--- src/rtl/hhmm_clock_ctrl_if.sv ---
// -----------------------------------------------------------------------------
// hhmm_clock_ctrl_if
// Groups the button inputs and the display/time outputs of the HH:MM clock
// controller.
//
// Button protocol: mode_btn and inc_btn are already-debounced, single-cycle
// pulses. They are sampled on the rising clock edge and are never
// back-pressured, so each cycle a button is high counts as one press. When
// both are high on the same edge, mode_btn takes effect and inc_btn is dropped.
//
// Signals:
//   mode_btn  (master->slave) advance the time-set FSM
//   inc_btn   (master->slave) increment the field being edited
//   digit_sel (slave->master) one-hot digit enable, bit0 = minute units
//   dig_val   (slave->master) BCD value of the selected digit
//   colon     (slave->master) colon LED
//   state     (slave->master) 00 RUN, 01 SET_HR, 10 SET_MIN
//   hour_bcd  (slave->master) hours, BCD
//   min_bcd   (slave->master) minutes, BCD
//   pm        (slave->master) PM flag (12 h build only, else 0)
// -----------------------------------------------------------------------------
interface hhmm_clock_ctrl_if;
  logic       mode_btn;
  logic       inc_btn;
  logic [3:0] digit_sel;
  logic [3:0] dig_val;
  logic       colon;
  logic [1:0] state;
  logic [7:0] hour_bcd;
  logic [7:0] min_bcd;
  logic       pm;

  modport master (
    output mode_btn, inc_btn,
    input  digit_sel, dig_val, colon, state, hour_bcd, min_bcd, pm
  );

  modport slave (
    input  mode_btn, inc_btn,
    output digit_sel, dig_val, colon, state, hour_bcd, min_bcd, pm
  );
endinterface

--- src/rtl/hhmm_clock_ctrl.sv ---
// -----------------------------------------------------------------------------
// hhmm_clock_ctrl
// HH:MM digital clock controller. Keeps time in BCD, runs a RUN / SET_HR /
// SET_MIN time-set FSM from two button pulses, and time-multiplexes the four
// digits onto one shared BCD-to-7-segment decoder with blinking of the field
// being edited.
//
// Build option: define FMT12H_EN for 12 h format (hours 01..12, reset 12:00,
// pm toggles on 11 -> 12). Without it the clock is 24 h and pm is tied 0.
//
// Parameters:
//   TICK_DIV  clk cycles per 1 s tick (>= 2)
//   SCAN_DIV  clk cycles per digit scan step (>= 1)
//   BLINK_DIV clk cycles per blink phase toggle (>= 1)
//
// Ports:
//   clk  system clock, all logic on posedge
//   rst  asynchronous, active-low reset
//   bus  hhmm_clock_ctrl_if.slave: buttons in; digit_sel, dig_val, colon,
//        state, hour_bcd, min_bcd, pm out
// -----------------------------------------------------------------------------
module hhmm_clock_ctrl #(
  parameter int TICK_DIV  = 50000000,
  parameter int SCAN_DIV  = 50000,
  parameter int BLINK_DIV = 12500000
) (
  input  logic                clk,
  input  logic                rst,
  hhmm_clock_ctrl_if.slave    bus
);

  localparam int TICK_W  = (TICK_DIV  > 1) ? $clog2(TICK_DIV)  : 1;
  localparam int SCAN_W  = (SCAN_DIV  > 1) ? $clog2(SCAN_DIV)  : 1;
  localparam int BLINK_W = (BLINK_DIV > 1) ? $clog2(BLINK_DIV) : 1;

  typedef enum logic [1:0] {
    ST_RUN     = 2'b00,
    ST_SET_HR  = 2'b01,
    ST_SET_MIN = 2'b10
  } state_t;

  state_t r_state;
  state_t w_state_nxt;

  // ---------------------------------------------------------------------------
  // Time-set FSM
  // ---------------------------------------------------------------------------
  always_ff @(posedge clk or negedge rst) begin
    if (!rst) r_state <= ST_RUN;
    else      r_state <= w_state_nxt;
  end

  always_comb begin
    w_state_nxt = r_state;
    case (r_state)
      ST_RUN:     if (bus.mode_btn) w_state_nxt = ST_SET_HR;
      ST_SET_HR:  if (bus.mode_btn) w_state_nxt = ST_SET_MIN;
      ST_SET_MIN: if (bus.mode_btn) w_state_nxt = ST_RUN;
      default:    w_state_nxt = ST_RUN;
    endcase
  end

  // ---------------------------------------------------------------------------
  // Timekeeping registers (one BCD nibble per digit)
  // ---------------------------------------------------------------------------
  logic [TICK_W-1:0] r_presc, w_presc_nxt;
  logic [3:0] r_hr_t, r_hr_u, r_mn_t, r_mn_u, r_sc_t, r_sc_u;
  logic [3:0] w_hr_t_nxt, w_hr_u_nxt, w_mn_t_nxt, w_mn_u_nxt, w_sc_t_nxt, w_sc_u_nxt;
  logic [3:0] w_hr_t_inc, w_hr_u_inc, w_mn_t_inc, w_mn_u_inc, w_sc_t_inc, w_sc_u_inc;
  logic       w_sec_wrap, w_min_wrap;

`ifdef FMT12H_EN
  localparam logic [3:0] HR_T_RST = 4'd1;
  localparam logic [3:0] HR_U_RST = 4'd2;
  logic r_pm, w_pm_nxt, w_pm_tog;
`else
  localparam logic [3:0] HR_T_RST = 4'd0;
  localparam logic [3:0] HR_U_RST = 4'd0;
`endif

  // Incremented hour, staying inside the legal BCD range of the build.
  always_comb begin
    w_hr_t_inc = r_hr_t;
    w_hr_u_inc = r_hr_u + 4'd1;
`ifdef FMT12H_EN
    w_pm_tog = (r_hr_t == 4'd1) && (r_hr_u == 4'd1);
    if ((r_hr_t == 4'd1) && (r_hr_u == 4'd2)) begin
      w_hr_t_inc = 4'd0;
      w_hr_u_inc = 4'd1;
    end else if (r_hr_u == 4'd9) begin
      w_hr_t_inc = r_hr_t + 4'd1;
      w_hr_u_inc = 4'd0;
    end
`else
    if ((r_hr_t == 4'd2) && (r_hr_u == 4'd3)) begin
      w_hr_t_inc = 4'd0;
      w_hr_u_inc = 4'd0;
    end else if (r_hr_u == 4'd9) begin
      w_hr_t_inc = r_hr_t + 4'd1;
      w_hr_u_inc = 4'd0;
    end
`endif
  end

  // Incremented minutes and seconds, both wrapping 59 -> 00.
  always_comb begin
    w_min_wrap = (r_mn_t == 4'd5) && (r_mn_u == 4'd9);
    w_mn_t_inc = r_mn_t;
    w_mn_u_inc = r_mn_u + 4'd1;
    if (w_min_wrap) begin
      w_mn_t_inc = 4'd0;
      w_mn_u_inc = 4'd0;
    end else if (r_mn_u == 4'd9) begin
      w_mn_t_inc = r_mn_t + 4'd1;
      w_mn_u_inc = 4'd0;
    end

    w_sec_wrap = (r_sc_t == 4'd5) && (r_sc_u == 4'd9);
    w_sc_t_inc = r_sc_t;
    w_sc_u_inc = r_sc_u + 4'd1;
    if (w_sec_wrap) begin
      w_sc_t_inc = 4'd0;
      w_sc_u_inc = 4'd0;
    end else if (r_sc_u == 4'd9) begin
      w_sc_t_inc = r_sc_t + 4'd1;
      w_sc_u_inc = 4'd0;
    end
  end

  always_comb begin
    w_presc_nxt = r_presc;
    w_hr_t_nxt  = r_hr_t;
    w_hr_u_nxt  = r_hr_u;
    w_mn_t_nxt  = r_mn_t;
    w_mn_u_nxt  = r_mn_u;
    w_sc_t_nxt  = r_sc_t;
    w_sc_u_nxt  = r_sc_u;
`ifdef FMT12H_EN
    w_pm_nxt    = r_pm;
`endif
    case (r_state)
      ST_RUN: begin
        if (bus.mode_btn) begin
          // Leaving for SET_HR: seconds and prescaler restart from zero.
          w_presc_nxt = '0;
          w_sc_t_nxt  = 4'd0;
          w_sc_u_nxt  = 4'd0;
        end else if (r_presc == TICK_W'(TICK_DIV - 1)) begin
          w_presc_nxt = '0;
          w_sc_t_nxt  = w_sc_t_inc;
          w_sc_u_nxt  = w_sc_u_inc;
          if (w_sec_wrap) begin
            w_mn_t_nxt = w_mn_t_inc;
            w_mn_u_nxt = w_mn_u_inc;
            if (w_min_wrap) begin
              w_hr_t_nxt = w_hr_t_inc;
              w_hr_u_nxt = w_hr_u_inc;
`ifdef FMT12H_EN
              w_pm_nxt   = r_pm ^ w_pm_tog;
`endif
            end
          end
        end else begin
          w_presc_nxt = r_presc + TICK_W'(1);
        end
      end
      ST_SET_HR: begin
        w_presc_nxt = '0;
        w_sc_t_nxt  = 4'd0;
        w_sc_u_nxt  = 4'd0;
        if (!bus.mode_btn && bus.inc_btn) begin
          w_hr_t_nxt = w_hr_t_inc;
          w_hr_u_nxt = w_hr_u_inc;
`ifdef FMT12H_EN
          w_pm_nxt   = r_pm ^ w_pm_tog;
`endif
        end
      end
      ST_SET_MIN: begin
        w_presc_nxt = '0;
        w_sc_t_nxt  = 4'd0;
        w_sc_u_nxt  = 4'd0;
        // Minutes wrap without carrying into the hours.
        if (!bus.mode_btn && bus.inc_btn) begin
          w_mn_t_nxt = w_mn_t_inc;
          w_mn_u_nxt = w_mn_u_inc;
        end
      end
      default: begin
        w_presc_nxt = '0;
        w_sc_t_nxt  = 4'd0;
        w_sc_u_nxt  = 4'd0;
      end
    endcase
  end

  always_ff @(posedge clk or negedge rst) begin
    if (!rst) begin
      r_presc <= '0;
      r_hr_t  <= HR_T_RST;
      r_hr_u  <= HR_U_RST;
      r_mn_t  <= 4'd0;
      r_mn_u  <= 4'd0;
      r_sc_t  <= 4'd0;
      r_sc_u  <= 4'd0;
`ifdef FMT12H_EN
      r_pm    <= 1'b0;
`endif
    end else begin
      r_presc <= w_presc_nxt;
      r_hr_t  <= w_hr_t_nxt;
      r_hr_u  <= w_hr_u_nxt;
      r_mn_t  <= w_mn_t_nxt;
      r_mn_u  <= w_mn_u_nxt;
      r_sc_t  <= w_sc_t_nxt;
      r_sc_u  <= w_sc_u_nxt;
`ifdef FMT12H_EN
      r_pm    <= w_pm_nxt;
`endif
    end
  end

  // ---------------------------------------------------------------------------
  // Digit scan and blink phase (free-running in every state)
  // ---------------------------------------------------------------------------
  logic [SCAN_W-1:0]  r_scan_cnt;
  logic [1:0]         r_idx;
  logic [BLINK_W-1:0] r_blink_cnt;
  logic               r_phase;

  always_ff @(posedge clk or negedge rst) begin
    if (!rst) begin
      r_scan_cnt  <= '0;
      r_idx       <= 2'd0;
      r_blink_cnt <= '0;
      r_phase     <= 1'b0;
    end else begin
      if (r_scan_cnt == SCAN_W'(SCAN_DIV - 1)) begin
        r_scan_cnt <= '0;
        r_idx      <= r_idx + 2'd1;
      end else begin
        r_scan_cnt <= r_scan_cnt + SCAN_W'(1);
      end
      if (r_blink_cnt == BLINK_W'(BLINK_DIV - 1)) begin
        r_blink_cnt <= '0;
        r_phase     <= ~r_phase;
      end else begin
        r_blink_cnt <= r_blink_cnt + BLINK_W'(1);
      end
    end
  end

  // ---------------------------------------------------------------------------
  // Outputs
  // ---------------------------------------------------------------------------
  logic [3:0] w_sel;
  logic [3:0] w_dig;

  // The field being edited is blanked by masking its enables only; the value
  // sent to the decoder is left alone.
  always_comb begin
    w_sel = 4'b0001 << r_idx;
    if ((r_state == ST_SET_HR) && r_phase)  w_sel[3:2] = 2'b00;
    if ((r_state == ST_SET_MIN) && r_phase) w_sel[1:0] = 2'b00;
  end

  always_comb begin
    w_dig = r_mn_u;
    case (r_idx)
      2'd0:    w_dig = r_mn_u;
      2'd1:    w_dig = r_mn_t;
      2'd2:    w_dig = r_hr_u;
      default: w_dig = r_hr_t;
    endcase
  end

  assign bus.digit_sel = w_sel;
  assign bus.dig_val   = w_dig;
  assign bus.colon     = (r_state == ST_RUN) ? r_sc_u[0] : 1'b1;
  assign bus.state     = r_state;
  assign bus.hour_bcd  = {r_hr_t, r_hr_u};
  assign bus.min_bcd   = {r_mn_t, r_mn_u};
`ifdef FMT12H_EN
  assign bus.pm        = r_pm;
`else
  assign bus.pm        = 1'b0;
`endif

endmodule

--- src/flat_wrapper.sv ---
// flat-port wrapper written by rule: the top's interface ports become plain ports
module hhmm_clock_ctrl_flat 
#(
  parameter int TICK_DIV  = 50000000,
  parameter int SCAN_DIV  = 50000,
  parameter int BLINK_DIV = 12500000
)
  (clk, rst, bus_mode_btn, bus_inc_btn, bus_digit_sel, bus_dig_val, bus_colon, bus_state, bus_hour_bcd, bus_min_bcd, bus_pm);
  hhmm_clock_ctrl_if bus_i ();
  input  logic clk;
  input  logic rst;
  input wire logic [$bits(bus_i.mode_btn)-1:0] bus_mode_btn;
  input wire logic [$bits(bus_i.inc_btn)-1:0] bus_inc_btn;
  output wire logic [$bits(bus_i.digit_sel)-1:0] bus_digit_sel;
  output wire logic [$bits(bus_i.dig_val)-1:0] bus_dig_val;
  output wire logic [$bits(bus_i.colon)-1:0] bus_colon;
  output wire logic [$bits(bus_i.state)-1:0] bus_state;
  output wire logic [$bits(bus_i.hour_bcd)-1:0] bus_hour_bcd;
  output wire logic [$bits(bus_i.min_bcd)-1:0] bus_min_bcd;
  output wire logic [$bits(bus_i.pm)-1:0] bus_pm;
  assign bus_i.mode_btn = bus_mode_btn;
  assign bus_i.inc_btn = bus_inc_btn;
  assign bus_digit_sel = bus_i.digit_sel;
  assign bus_dig_val = bus_i.dig_val;
  assign bus_colon = bus_i.colon;
  assign bus_state = bus_i.state;
  assign bus_hour_bcd = bus_i.hour_bcd;
  assign bus_min_bcd = bus_i.min_bcd;
  assign bus_pm = bus_i.pm;
  hhmm_clock_ctrl #(.TICK_DIV(TICK_DIV), .SCAN_DIV(SCAN_DIV), .BLINK_DIV(BLINK_DIV)) u_core (.clk(clk), .rst(rst), .bus(bus_i));
endmodule
--- config.mk ---
export PLATFORM = sky130hd
export DESIGN_NAME = hhmm_clock_ctrl_flat
export DESIGN_NICKNAME = d
export VERILOG_FILES = /design/src/rtl/hhmm_clock_ctrl_if.sv /design/src/rtl/hhmm_clock_ctrl.sv /design/src/flat_wrapper.sv
export SDC_FILE = /design/constraint.sdc
export NUM_CORES = 1
export LEC_CHECK = 0
export CELL_PAD_IN_SITES_DETAIL_PLACEMENT = 2
export CELL_PAD_IN_SITES_GLOBAL_PLACEMENT = 2
export CORE_UTILIZATION = 39
export CTS_BUF_LIST = sky130_fd_sc_hd__clkbuf_16
export DETAILED_ROUTE_END_ITERATION = 12
export PLACE_DENSITY_LB_ADDON = 0.1
export SLEW_MARGIN = 20
export SYNTH_ARGS = -nofsm -noshare
export SYNTH_HDL_FRONTEND = slang
export SYNTH_SLANG_ARGS = --single-unit
--- constraint.sdc ---
create_clock -name clk -period 2.4 [get_ports clk]
set_input_delay 0.48 -clock clk [delete_from_list [all_inputs] [get_ports clk]]
set_output_delay 0.48 -clock clk [all_outputs]
set_load 0.1 [all_outputs]
==> metrics.cfg <==
[run_status]
outcome=finished with violations
violations=setup timing

[sta]
setup_viol=3
worst_hold_slack_ns=0.222
setup_ws_ns=-0.0906
max_freq_mhz=402
rsz0062_at_grt=yes
period_share_pct=104
hold_viol_final=0
fin_crit_ns=2.49
slew_viol_final=0
worst_clock_skew_ns=0.00671
slew-limit-headroom_pct=45.1
tightest_slew_ns=0.824

[floorplan]
core_mm2=0.0127
die_h_um=116
ioPinCount=32
dieArea_mm2=0.0135
dieWidth_um=116
start_util_pct=40.2
row_count=41

[clock_network]
clockRootBuffer=clkbuf_16
hold_buffers=0
clockBufferDepth=2
cts_sinks=95
clk_latency_ns=0.36
cts_made_buffers=9
h-tree-depth=3
cts_tree=done
path_clk_slew_ns=0.07

[worst_setup_path]
end_kind=output port
criticalPathCategory=flop to output port
crit_fanout=5
rrSetupSlack_ns=0.08
critPathRequiredTime_ns=1.92
critPathArrivalTime_ns=2.01
cp-start-kind=flop

[global_routing]
antenna_found_initial=0
grt_max_degree=62
gr-usage-all-layers_pct=21.8
grt_remaining_overflow=0
grt_pass1_wl_um=22300
grt_pass1_vias=4297

[synthesis]
synth_area_leaders=dfrtp_1 (47%), nor2_1 (5.4%), xor2_1 (5.3%)
synth_top_area_share_pct=46.7
ys_async_sr_fraction_pct=100
yosys_warnings=0
ys_seq_area_share_pct=46.7
synth_nets=527
yosys_most_used_dff=dfrtp_1
synth_edf_count=0
synth_top_area_cell=dfrtp_1
synth-seq-cells=95
synth_most_common_cell=dfrtp_1
syn_inst=506
avgSynthCellArea_um2=10.1
synth_common_cells=dfrtp_1 (95), nor2_1 (73), nand2_1 (33), nand3_1 (31), xor2_1 (31)
ys_types=59
syn-cell-area_mm2=0.00509

[placed_design]
port_buffers=30
dp.cells=718
place_hpwl_um=9540
gp_congestion=0.722
placed_cell_area_mm2=0.00584

[worst_hold_path]
holdCritPathClass=primary input to async pin

[route]
vias=3965
viasPerCell=5.38
drt_iter0_drc=137
drt_wl_total_um=13600
route.detailed.drc=0
ant_nets=0
dr.pass1.iters=4
drt-wirelength-per-cell_um=18.4

[job]
cap_violations=0

[layout]
num_antenna_cells=0
drive_gt1_share_pct=21.6
n_fill_cell=1324
areaGrowthSynthToFinish_pct=23.0
layout.nets=581
design_area_mm2=0.00626
final_cells=737

[power_and_ir_drop]
powerDensity_mw_per_mm2=982
ir_drop_mv=0.462
switching_share_pct=44.8
p_clk_share_pct=26.0
power_switching_w=0.00275
p_comb_share_pct=41.2
p_leak_nw=2.78
p_int_w=0.00340
p_seq_share_pct=32.8

## power groups by stage
| stage | Sequential (W) | Clock, W | Combinational (W) |
|---|---|---|---|
| after global routing | 0.00204 | 0.00171 | 0.00266 |
| after global placement | 0.00202 | 0 | 0.00244 |
| final | 0.00202 | 0.00160 | 0.00254 |
| after CTS | 0.00201 | 0.00166 | 0.00254 |
| after floorplan | 0.00280 | 0 | 0.000989 |
| after detailed placement | 0.00204 | 0 | 0.00251 |
## layout by cell type (no fill, tap or decap), types with 12 or more instances in the layout
cell	instances
dfrtp_1	86
buf_4	47
xnor2_1	30
and3_1	15
nor2_1	73
nand3_1	31
nand4_1	13
xor2_1	31
ha_1	12
nand2_1	33
inv_1	17
## what timing repair did
item                                    CTS  global route
endpoints found under the setup margin    4            12
setup buffers                             2             1
pin swaps                                 2             3
gates resized for setup                   7             9
## logic make-up (layout without fill, tap and decap cells)
kind of cell / Yosys count / in the layout / share of synthesized area (%)
buf+inv: 35 / 94 / 2.83
xor+xnor: 61 / 61 / 10.5
compound gates: 42 / 42 / 6.14
other cells: 1 / 1 / 0.0736
simple gates: 237 / 237 / 25.6
fa+ha+maj: 17 / 17 / 4.18
mux: 18 / 18 / 4.00
flops: 95 / 95 / 46.7
## area by class of cell
class | count | area, µm² | share of cell area [%]
Tap cell | 172 | 215 | 3.44
Inverter | 19 | 71.3 | 1.14
Clock inverter | 7 | 103 | 1.64
Sequential cell | 95 | 2390 | 38.1
Multi-Input combinational cell | 376 | 2700 | 43.0
Clock buffer | 9 | 225 | 3.60
Timing Repair Buffer | 59 | 564 | 9.01
## sequential cells by signal, indices dropped and copies added (netlist names)
register            flops
u_core.bus.state        2
u_core.r_mn_u           4
u_core.r_mn_t           4
u_core.r_blink_cnt     24
u_core.r_presc         26
u_core.r_sc_t           4
u_core.r_sc_u           4
u_core.r_hr_u           4
u_core.r_hr_t           4
u_core.r_phase          1
u_core.r_idx            2
u_core.r_scan_cnt      16
## per-layer routing
metal	global-route usage (%)	share of wire, %	up-vias
met5	0	0	-
met4	5.56	1.2	0
met3	5.24	2.6	14
met2	39.8	54	36
met1	25.5	42	2046
li1	-	-	1869
## path summary, 6_finish.rpt
kind | start | cells past startpoint | to
worst max-delay path | u_core.r_idx[1]$_DFFE_PN0N_ | 5 | bus_dig_val[3]
worst min-delay path | rst | 1 | u_core.r_presc[16]$_DFF_PN0_
worst max register to register | u_core.r_sc_u[1]$_DFFE_PN0P_ | 7 | u_core.r_mn_t[3]$_DFFE_PN0P_
worst min register to register | u_core.r_blink_cnt[0]$_DFF_PN0_ | 1 | u_core.r_blink_cnt[0]$_DFF_PN0_
max in group asynchronous | rst | 2 | u_core.r_sc_u[1]$_DFFE_PN0P_
min in group clk | u_core.r_blink_cnt[0]$_DFF_PN0_ | 1 | u_core.r_blink_cnt[0]$_DFF_PN0_
## metrics by stage
stage	power [W]	util (%)	setup WS (ns)	setup TNS [ns]
finish	0.00615	49.4	-0.0906	-0.160
global route	0.00642	49.4	-0.110	-0.310
CTS	0.00621	49.1	-0.0664	-0.132
detailed placement	0.00455	46.1	-0.147	-0.553
global placement	0.00446	46.1	-0.112	-0.311
floorplan	0.00379	-	-0.122	-0.122
## critical path, cell delays in order, from the launching register on
cell      delay, ns
dfrtp_1        0.42
inv_2          0.09
ha_4           0.19
a222oi_1       0.60
mux2i_4        0.15
buf_12         0.20
No activity file was read; power rests on OpenSTA's default activity.
